### src/rtl/divconv_pkg.sv
// Shared constants for the Goldschmidt divider datapath.
//   ONE / TWO  : fixed-point 1.0 and 2.0 in the default Q2.6 format
//   muxa_sel_e : mux A select encodings (rega, X, D, 1.0)
//   muxb_sel_e : mux B select encodings (X, D, regb, regc)
package divconv_pkg;

  localparam int DEF_WIDTH = 8;
  localparam int DEF_FRAC  = 6;

  localparam logic [DEF_WIDTH-1:0] ONE = 8'h40;
  localparam logic [DEF_WIDTH-1:0] TWO = 8'h80;

  typedef enum logic [1:0] {
    MUXA_REGA = 2'b00,
    MUXA_X    = 2'b01,
    MUXA_D    = 2'b10,
    MUXA_ONE  = 2'b11
  } muxa_sel_e;

  typedef enum logic [1:0] {
    MUXB_X    = 2'b00,
    MUXB_D    = 2'b01,
    MUXB_REGB = 2'b10,
    MUXB_REGC = 2'b11
  } muxb_sel_e;

endpackage

### src/rtl/divconv_mul.sv
// Unsigned fixed-point multiply with truncation.
//   a, b : WIDTH-bit operands with FRAC fraction bits
//   p    : bits [WIDTH+FRAC-1:FRAC] of the full 2*WIDTH-bit product;
//          low bits are dropped (no rounding), high bits are dropped
//          (no saturation)
module divconv_mul #(
  parameter int WIDTH = 8,
  parameter int FRAC  = 6
) (
  input  logic [WIDTH-1:0] a,
  input  logic [WIDTH-1:0] b,
  output logic [WIDTH-1:0] p
);

  logic [2*WIDTH-1:0] prod;

  assign prod = (2*WIDTH)'(a) * (2*WIDTH)'(b);
  assign p    = WIDTH'(prod >> FRAC);

endmodule

### src/rtl/divconv.sv
// Goldschmidt division datapath: three load-enabled registers, two input
// muxes, a 2-x complement and two truncating multipliers. Sequencing is
// done by an external controller through the selects and load enables.
//   Clk, Rst_n       : clock, asynchronous active-low reset
//   D, X             : divisor (in [1.0,2.0)) and dividend
//   sel_muxa/muxb    : operand selects
//   load_rega/b/c    : register load enables
//   rega_out (D_i), regb_out (R_i), regc_out (X_i), Q (= regc_out)
module divconv
  import divconv_pkg::*;
#(
  parameter int WIDTH = 8,
  parameter int FRAC  = 6
) (
  input  logic             Clk,
  input  logic             Rst_n,
  input  logic [WIDTH-1:0] D,
  input  logic [WIDTH-1:0] X,
  input  logic [1:0]       sel_muxa,
  input  logic [1:0]       sel_muxb,
  input  logic             load_rega,
  input  logic             load_regb,
  input  logic             load_regc,
  output logic [WIDTH-1:0] Q,
  output logic [WIDTH-1:0] rega_out,
  output logic [WIDTH-1:0] regb_out,
  output logic [WIDTH-1:0] regc_out
);

  // Rescale the package constants to this instance's fraction width.
  localparam logic [WIDTH-1:0] ONE_C = WIDTH'(ONE >> DEF_FRAC) << FRAC;
  localparam logic [WIDTH-1:0] TWO_C = WIDTH'(TWO >> DEF_FRAC) << FRAC;

  logic [WIDTH-1:0] rega_q, rega_d;
  logic [WIDTH-1:0] regb_q, regb_d;
  logic [WIDTH-1:0] regc_q, regc_d;
  logic [WIDTH-1:0] muxa_out, muxb_out;
  logic [WIDTH-1:0] compl;
  logic [WIDTH-1:0] mula, mulb;

  always_comb begin
    muxa_out = rega_q;
    unique case (muxa_sel_e'(sel_muxa))
      MUXA_REGA: muxa_out = rega_q;
      MUXA_X:    muxa_out = X;
      MUXA_D:    muxa_out = D;
      MUXA_ONE:  muxa_out = ONE_C;
      default:   muxa_out = rega_q;
    endcase
  end

  always_comb begin
    muxb_out = X;
    unique case (muxb_sel_e'(sel_muxb))
      MUXB_X:    muxb_out = X;
      MUXB_D:    muxb_out = D;
      MUXB_REGB: muxb_out = regb_q;
      MUXB_REGC: muxb_out = regc_q;
      default:   muxb_out = X;
    endcase
  end

  // Modulo subtraction: an operand above 2.0 wraps rather than clamps.
  assign compl = TWO_C - muxa_out;

  divconv_mul #(.WIDTH(WIDTH), .FRAC(FRAC)) u_mula (
    .a (muxa_out),
    .b (regb_q),
    .p (mula)
  );

  divconv_mul #(.WIDTH(WIDTH), .FRAC(FRAC)) u_mulb (
    .a (muxb_out),
    .b (regb_q),
    .p (mulb)
  );

  // All next values come from pre-edge register state, so any mix of
  // loads in one cycle is safe.
  always_comb begin
    rega_d = rega_q;
    regb_d = regb_q;
    regc_d = regc_q;
    if (load_rega) rega_d = mula;
    if (load_regb) regb_d = compl;
    if (load_regc) regc_d = mulb;
  end

  always_ff @(posedge Clk or negedge Rst_n) begin
    if (!Rst_n) begin
      rega_q <= '0;
      regb_q <= '0;
      regc_q <= '0;
    end else begin
      rega_q <= rega_d;
      regb_q <= regb_d;
      regc_q <= regc_d;
    end
  end

  assign rega_out = rega_q;
  assign regb_out = regb_q;
  assign regc_out = regc_q;
  assign Q        = regc_q;

endmodule

### config.mk
export PLATFORM = sky130hd
export DESIGN_NAME = divconv
export DESIGN_NICKNAME = d
export VERILOG_FILES = /design/src/rtl/divconv_pkg.sv /design/src/rtl/divconv_mul.sv /design/src/rtl/divconv.sv
export SDC_FILE = /design/constraint.sdc
export NUM_CORES = 1
export LEC_CHECK = 0
export ABC_AREA = 1
export BUFFER_PORTS_ARGS = -buffer_cell sky130_fd_sc_hd__buf_4
export CAP_MARGIN = 20
export CORE_AREA = 2 2 112 93
export CTS_CLUSTER_DIAMETER = 60
export DETAILED_ROUTE_END_ITERATION = 10
export DIE_AREA = 0 0 114 95
export GPL_ROUTABILITY_DRIVEN = 1
export GPL_TIMING_DRIVEN = 0
export PLACE_DENSITY = 0.75
export SETUP_SLACK_MARGIN = 0.1
export SYNTH_ARGS = -nofsm -noshare
export SYNTH_HDL_FRONTEND = slang
export SYNTH_SLANG_ARGS = --single-unit
### constraint.sdc
create_clock -name Clk -period 9.49 [get_ports Clk]
set_clock_uncertainty 0.2 [all_clocks]
set_input_delay 1.898 -clock Clk [delete_from_list [all_inputs] [get_ports Clk]]
set_output_delay 1.898 -clock Clk [all_outputs]
set_load 0.05 [all_outputs]
==> flow_summary.toml, run 1 <==
[detailed_routing]
num_vias = 5068
dr.pass1.iters = 5
viasPerCell = 5.45
antenna_left = 0
wl_per_cell_um = 15.3
drtIter0Drc = 368
wl_um = 14300
drc_errors = 0

[cts]
post-cts-setup-buffer-count = 0
clk_transition_reported_paths_ns = 0.08
cts_buffers = 3
cts.sinks = 24
cts_root_buffer = "clkbuf_16"
cts_buffer_depth = 2
ctsHoldBuffers = 0
cts_resized = 0
clock_latency_ns = 0.27
htree_levels = 1
tritoncts = "done"

[timing]
hold_slack_ns = 0.318
period_share_pct = 73.1
setup_violations = 0
hold_viol_final = 0
setup_tns_ns = 0
tightestPinTransition_ns = 0.925
relSlewSlack_pct = 37.7
rsz0062_at_grt = "no"
slew_violations = 0
period_needed_ns = 6.94
fmax_ghz = 0.144

[synthesis]
yosys-top-cells-count = "165 x nand2_1, 152 x inv_1, 101 x nor2_1"
ys_warn_count = 0
netlist_area_um2 = 5320
ys_types = 41
synth_top_area_share_pct = 25.6
yosys_register_bits = 24
synth_most_common_cell = "nand2_1"
async_reset_ff_share_pct = 100
yosys_most_used_dff = "dfrtp_1"
synthCells = 751
ys_seq_area_share_pct = 11.3
netlist_top_cells_area = "fa_1 26%, ha_1 12%, nand2_1 12%, dfrtp_1 11%, inv_1 11%"
synth_edf_count = 0
synthesis.nets = 897
syn_area_per_cell_um2 = 7.08
synth_top_area_cell = "fa_1"

[critical_path]
crit_family = "adder cells"
cp_slowest_cell = "o21ai_0"
path_cells = "buf_4, nor2_2, inv_1, o21ai_0, inv_1, nand2_1, fa_1, fa_1, fa_1, fa_1, inv_1, ha_1, nand2_1, o21ai_0, inv_1, nand2_1, nand2_1, nand2_1, nand2_1, nand3_1, nand2_1"
endpoint_kind = "flip-flop"
cp_data_arrival_time_ns = 6.89
crit_fanout = 8
required_ns = 9.44
crit_type = "in2reg"
startpoint_type = "input pin"
crit_top_cell = "nand2_1"
worst-path-buf-inv = 5
slowest_delay_ns = 0.72

[die]
die_w_um = 114
fp.coreArea_um2 = 9830
initial_core_util_pct = 54.1
rows = 33
die_area_um2 = 10800
num_io_pins = 57
die_h_um = 95

[finish]
utilization_pct = 60.6
fillCellCount = 924
multiInputGateArea_um2 = 3980
final_area_um2 = 5950
diodes = 0
seq_area_um2 = 601
areaGrowthSynthToFinish_pct = 11.9
drive_gt1_share_pct = 12.6
nNetsFinal = 956

[placed_design]
io_buffers = 54
place_area_um2 = 5880
gp_congestion = 0.976
hpwl_um = 11800

[grt]
grt_pass1_wl_um = 24400
grt_max_degree = 25
track_usage_pct = 28.9
grt_remaining_overflow = 0
antenna_found_initial = 0
grt_pass1_vias = 5130

[hold_path]
min_path_type = "reg2reg"

[flow_run]
maxCapViolCount = 0

[status]
run_status = "complete, no violations"
cell families (layout without fill, tap and decap cells):
group | count (synthesis) | after routing | share of synthesized area [%]
fa+ha+maj | 121 | 121 | 38.1
flops | 24 | 24 | 11.3
buf+inv | 184 | 241 | 13.8
compound gates | 59 | 59 | 6.56
simple gates | 353 | 353 | 28.6
xor+xnor | 10 | 10 | 1.65
final cells by class:
| class | instances | area share (%) |
|---|---|---|
| Inverter | 162 | 10.2 |
| Timing Repair Buffer | 54 | 6.81 |
| Multi-Input combinational cell | 543 | 66.9 |
| Buffer | 22 | 2.12 |
| Sequential cell | 24 | 10.1 |
| Tap cell | 122 | 2.56 |
| Clock buffer | 3 | 1.26 |
final timing paths:
path	cells past startpoint	from	slack, ns	to
hold / removal	2	rega_out[7]$_DFFE_PN0P_	0.32	rega_out[7]$_DFFE_PN0P_
max in group asynchronous	1	Rst_n	7.46	rega_out[7]$_DFFE_PN0P_
min in group asynchronous	1	Rst_n	1.34	Q[4]$_DFFE_PN0P_
hold reg to reg	2	rega_out[7]$_DFFE_PN0P_	0.32	rega_out[7]$_DFFE_PN0P_
setup reg to reg	18	regb_out[5]$_DFFE_PN0P_	4.00	Q[6]$_DFFE_PN0P_
setup / recovery	21	sel_muxb[1]	2.55	Q[4]$_DFFE_PN0P_
placed cells by master (no fill, tap or decap), types with 3 or more instances in the layout:
cell type	Yosys	routed
xor2_1	4	4
fa_1	68	68
nand2_2	8	8
nand2_1	165	165
xnor2_1	6	6
nor2_2	3	3
clkinv_1	4	4
inv_1	152	152
nand4_1	8	8
ha_1	53	53
clkbuf_1	10	10
nor2_1	101	101
o21ai_2	4	4
inv_2	5	5
a21oi_1	12	12
nand3_1	47	47
o21ai_1	7	7
buf_4	9	63
a221oi_1	4	4
clkbuf_16	0	3
dfrtp_1	24	24
nand2_4	3	3
o21ai_0	22	22
nor3_1	6	6
flip-flops by register name, indices dropped and copies added, names as in the netlist:
signal / count
rega_out: 8
regb_out: 8
Q: 8
metrics by stage:
step | instances | worst slack (ns)
4_1_cts | 930 | 2.64
3_5_place_dp | 927 | 2.34
6_report | 930 | 2.55
5_1_grt | 930 | 2.09
3_3_place_gp | 927 | 2.39
2_1_floorplan | 751 | 3.15
worst min-delay path: stages, from the launching register on:
cell	delay [ns]
dfrtp_1	0.37
nand2_1	0.06
nand2_1	0.06
routing by layer:
metal  vias up  track usage [%]  share of wire [%]
met1      2379             41.4                 43
met5         -                0                  0
met4         0             7.83                2.2
met2       262             44.6                 43
li1       2394                -                  -
met3        33             6.23                 12
Power of run 1 is left out: the tool's default activity adds up to more than one toggle a clock period on the data nets, which glitch-free logic cannot reach.
==> run 2, diff against run 1 <==
clock period = 6.4 ns   (was 9.49 ns; I/O delays follow)
==> flow_summary.toml, run 2 (synthesis results as in run 1) <==
[grt]
grt_pass1_wl_um = 24400
track_usage_pct = 28.9
antenna_found_initial = 0
grt_pass1_vias = 5130
grt_max_degree = 25
grt_remaining_overflow = 0

[die]
num_io_pins = 57
initial_core_util_pct = 54.1
die_w_um = 114
fp.coreArea_um2 = 9830
die_area_um2 = 10800
die_h_um = 95
rows = 33

[critical_path]
crit_fanout = 10
reg2reg_depth = 16
crit_type = "in2reg"
r2r_slack_ns = 0.95
startpoint_type = "input pin"
timing.rr.end = "Q[6]$_DFFE_PN0P_"
reg2reg_from = "regb_out[6]$_DFFE_PN0P_"
endpoint_kind = "flip-flop"
required_ns = 6.34
cp_data_arrival_time_ns = 5.97

[detailed_routing]
viasPerCell = 5.44
num_vias = 5057
drtIter0Drc = 386
antenna_left = 0
dr.pass1.iters = 5
wl_um = 14300
drc_errors = 0
wl_per_cell_um = 15.4

[finish]
diodes = 0
final_area_um2 = 5970
fillCellCount = 922
drive_gt1_share_pct = 13.4
mostFrequentLayoutCell = "nand2_1"
seq_area_um2 = 601
final_cell_mix = "165 x nand2_1, 151 x inv_1, 101 x nor2_1"
areaGrowthSynthToFinish_pct = 12.3
multiInputGateArea_um2 = 4000
nNetsFinal = 956

[timing]
tightestPinTransition_ns = 0.649
period_needed_ns = 6.03
setup_violations = 0
fin_ws_ns = 0.372
fmax_ghz = 0.166
hold_viol_final = 0
rsz0062_at_grt = "no"
slew_violations = 0
period_share_pct = 94.2
relSlewSlack_pct = 56.7
setup_tns_ns = 0

[cts]
post-cts-setup-buffer-count = 0
cts_buffers = 3
cts_buffer_depth = 2
tritoncts = "done"
cts_resized = 0
cts.sinks = 24
cts_root_buffer = "clkbuf_16"
htree_levels = 1
clock_latency_ns = 0.26
ctsHoldBuffers = 0
clk_transition_reported_paths_ns = 0.07

[placed_design]
dp_slack_ns = -0.131
place_area_um2 = 5880
gp_congestion = 0.976
io_buffers = 54
hpwl_um = 11800

[flow_run]
maxCapViolCount = 0

[status]
run_status = "complete, no violations"

[hold_path]
hp-start = "rega_out[7]$_DFFE_PN0P_"
min_path_type = "reg2reg"
hold_depth = 2
hold_end = "rega_out[7]$_DFFE_PN0P_"
[run 2: cell types whose count changed in the layout (fill, tap and decap cells not counted), sizes merged]
| cell | previous run | this run |
|---|---|---|
| clkinvlp | 0 | 1 |
| inv | 157 | 156 |
[run 2: worst max path at each step]
stage	from	endpoint	slack, ns
floorplan	sel_muxb[1]	Q[6]$_DFFE_PN0P_	0.67
global placement	sel_muxb[1]	Q[6]$_DFFE_PN0P_	-0.08
detailed placement	sel_muxb[1]	Q[6]$_DFFE_PN0P_	-0.13
CTS	sel_muxb[1]	Q[6]$_DFFE_PN0P_	0.17
global route	sel_muxb[1]	Q[7]$_DFFE_PN0P_	0.11
finish	sel_muxa[0]	rega_out[6]$_DFFE_PN0P_	0.37
[run 2: worst max-delay path, stage by stage]
cell and delay (ns):
buf_4 0.13, inv_1 0.17, o21ai_0 0.15, o21ai_1 0.16, nand2_4 0.15, inv_1 0.14
nand2_1 0.09, fa_1 0.51, fa_1 0.54, inv_1 0.06, fa_1 0.54, inv_1 0.06
fa_1 0.54, inv_1 0.04, ha_1 0.35, a21oi_2 0.23, o21ai_0 0.16, a211oi_1 0.33
nand3_1 0.13, nand3_1 0.11, o21ai_0 0.09
[run 2: layout make-up]
class / count / share of cell area (%)
clock buffer: 3 / 1.26
tap: 122 / 2.55
multi-input combinational: 543 / 67.0
buffer: 22 / 2.12
sequential: 24 / 10.1
inverter: 162 / 10.3
timing repair buffer: 54 / 6.79
[run 2: routing by layer]
| layer | part of all wire, % | track usage [%] | vias to the layer above |
|---|---|---|---|
| met5 | 0 | 0 | - |
| met4 | 2.3 | 7.83 | 0 |
| met3 | 11 | 6.23 | 34 |
| met2 | 43 | 44.6 | 253 |
| met1 | 44 | 41.4 | 2370 |
| li1 | - | - | 2400 |
[run 2: per-stage QoR]
step / instances / hold slack (ns) / util [%]
floorplan: 751 / 0.564 / -
global placement: 927 / 0.302 / 59.8
detailed placement: 927 / 0.296 / 59.8
CTS: 930 / 0.319 / 60.6
global route: 930 / 0.353 / 60.8
finish: 930 / 0.317 / 60.8
Power of run 2 is left out for the same reason.
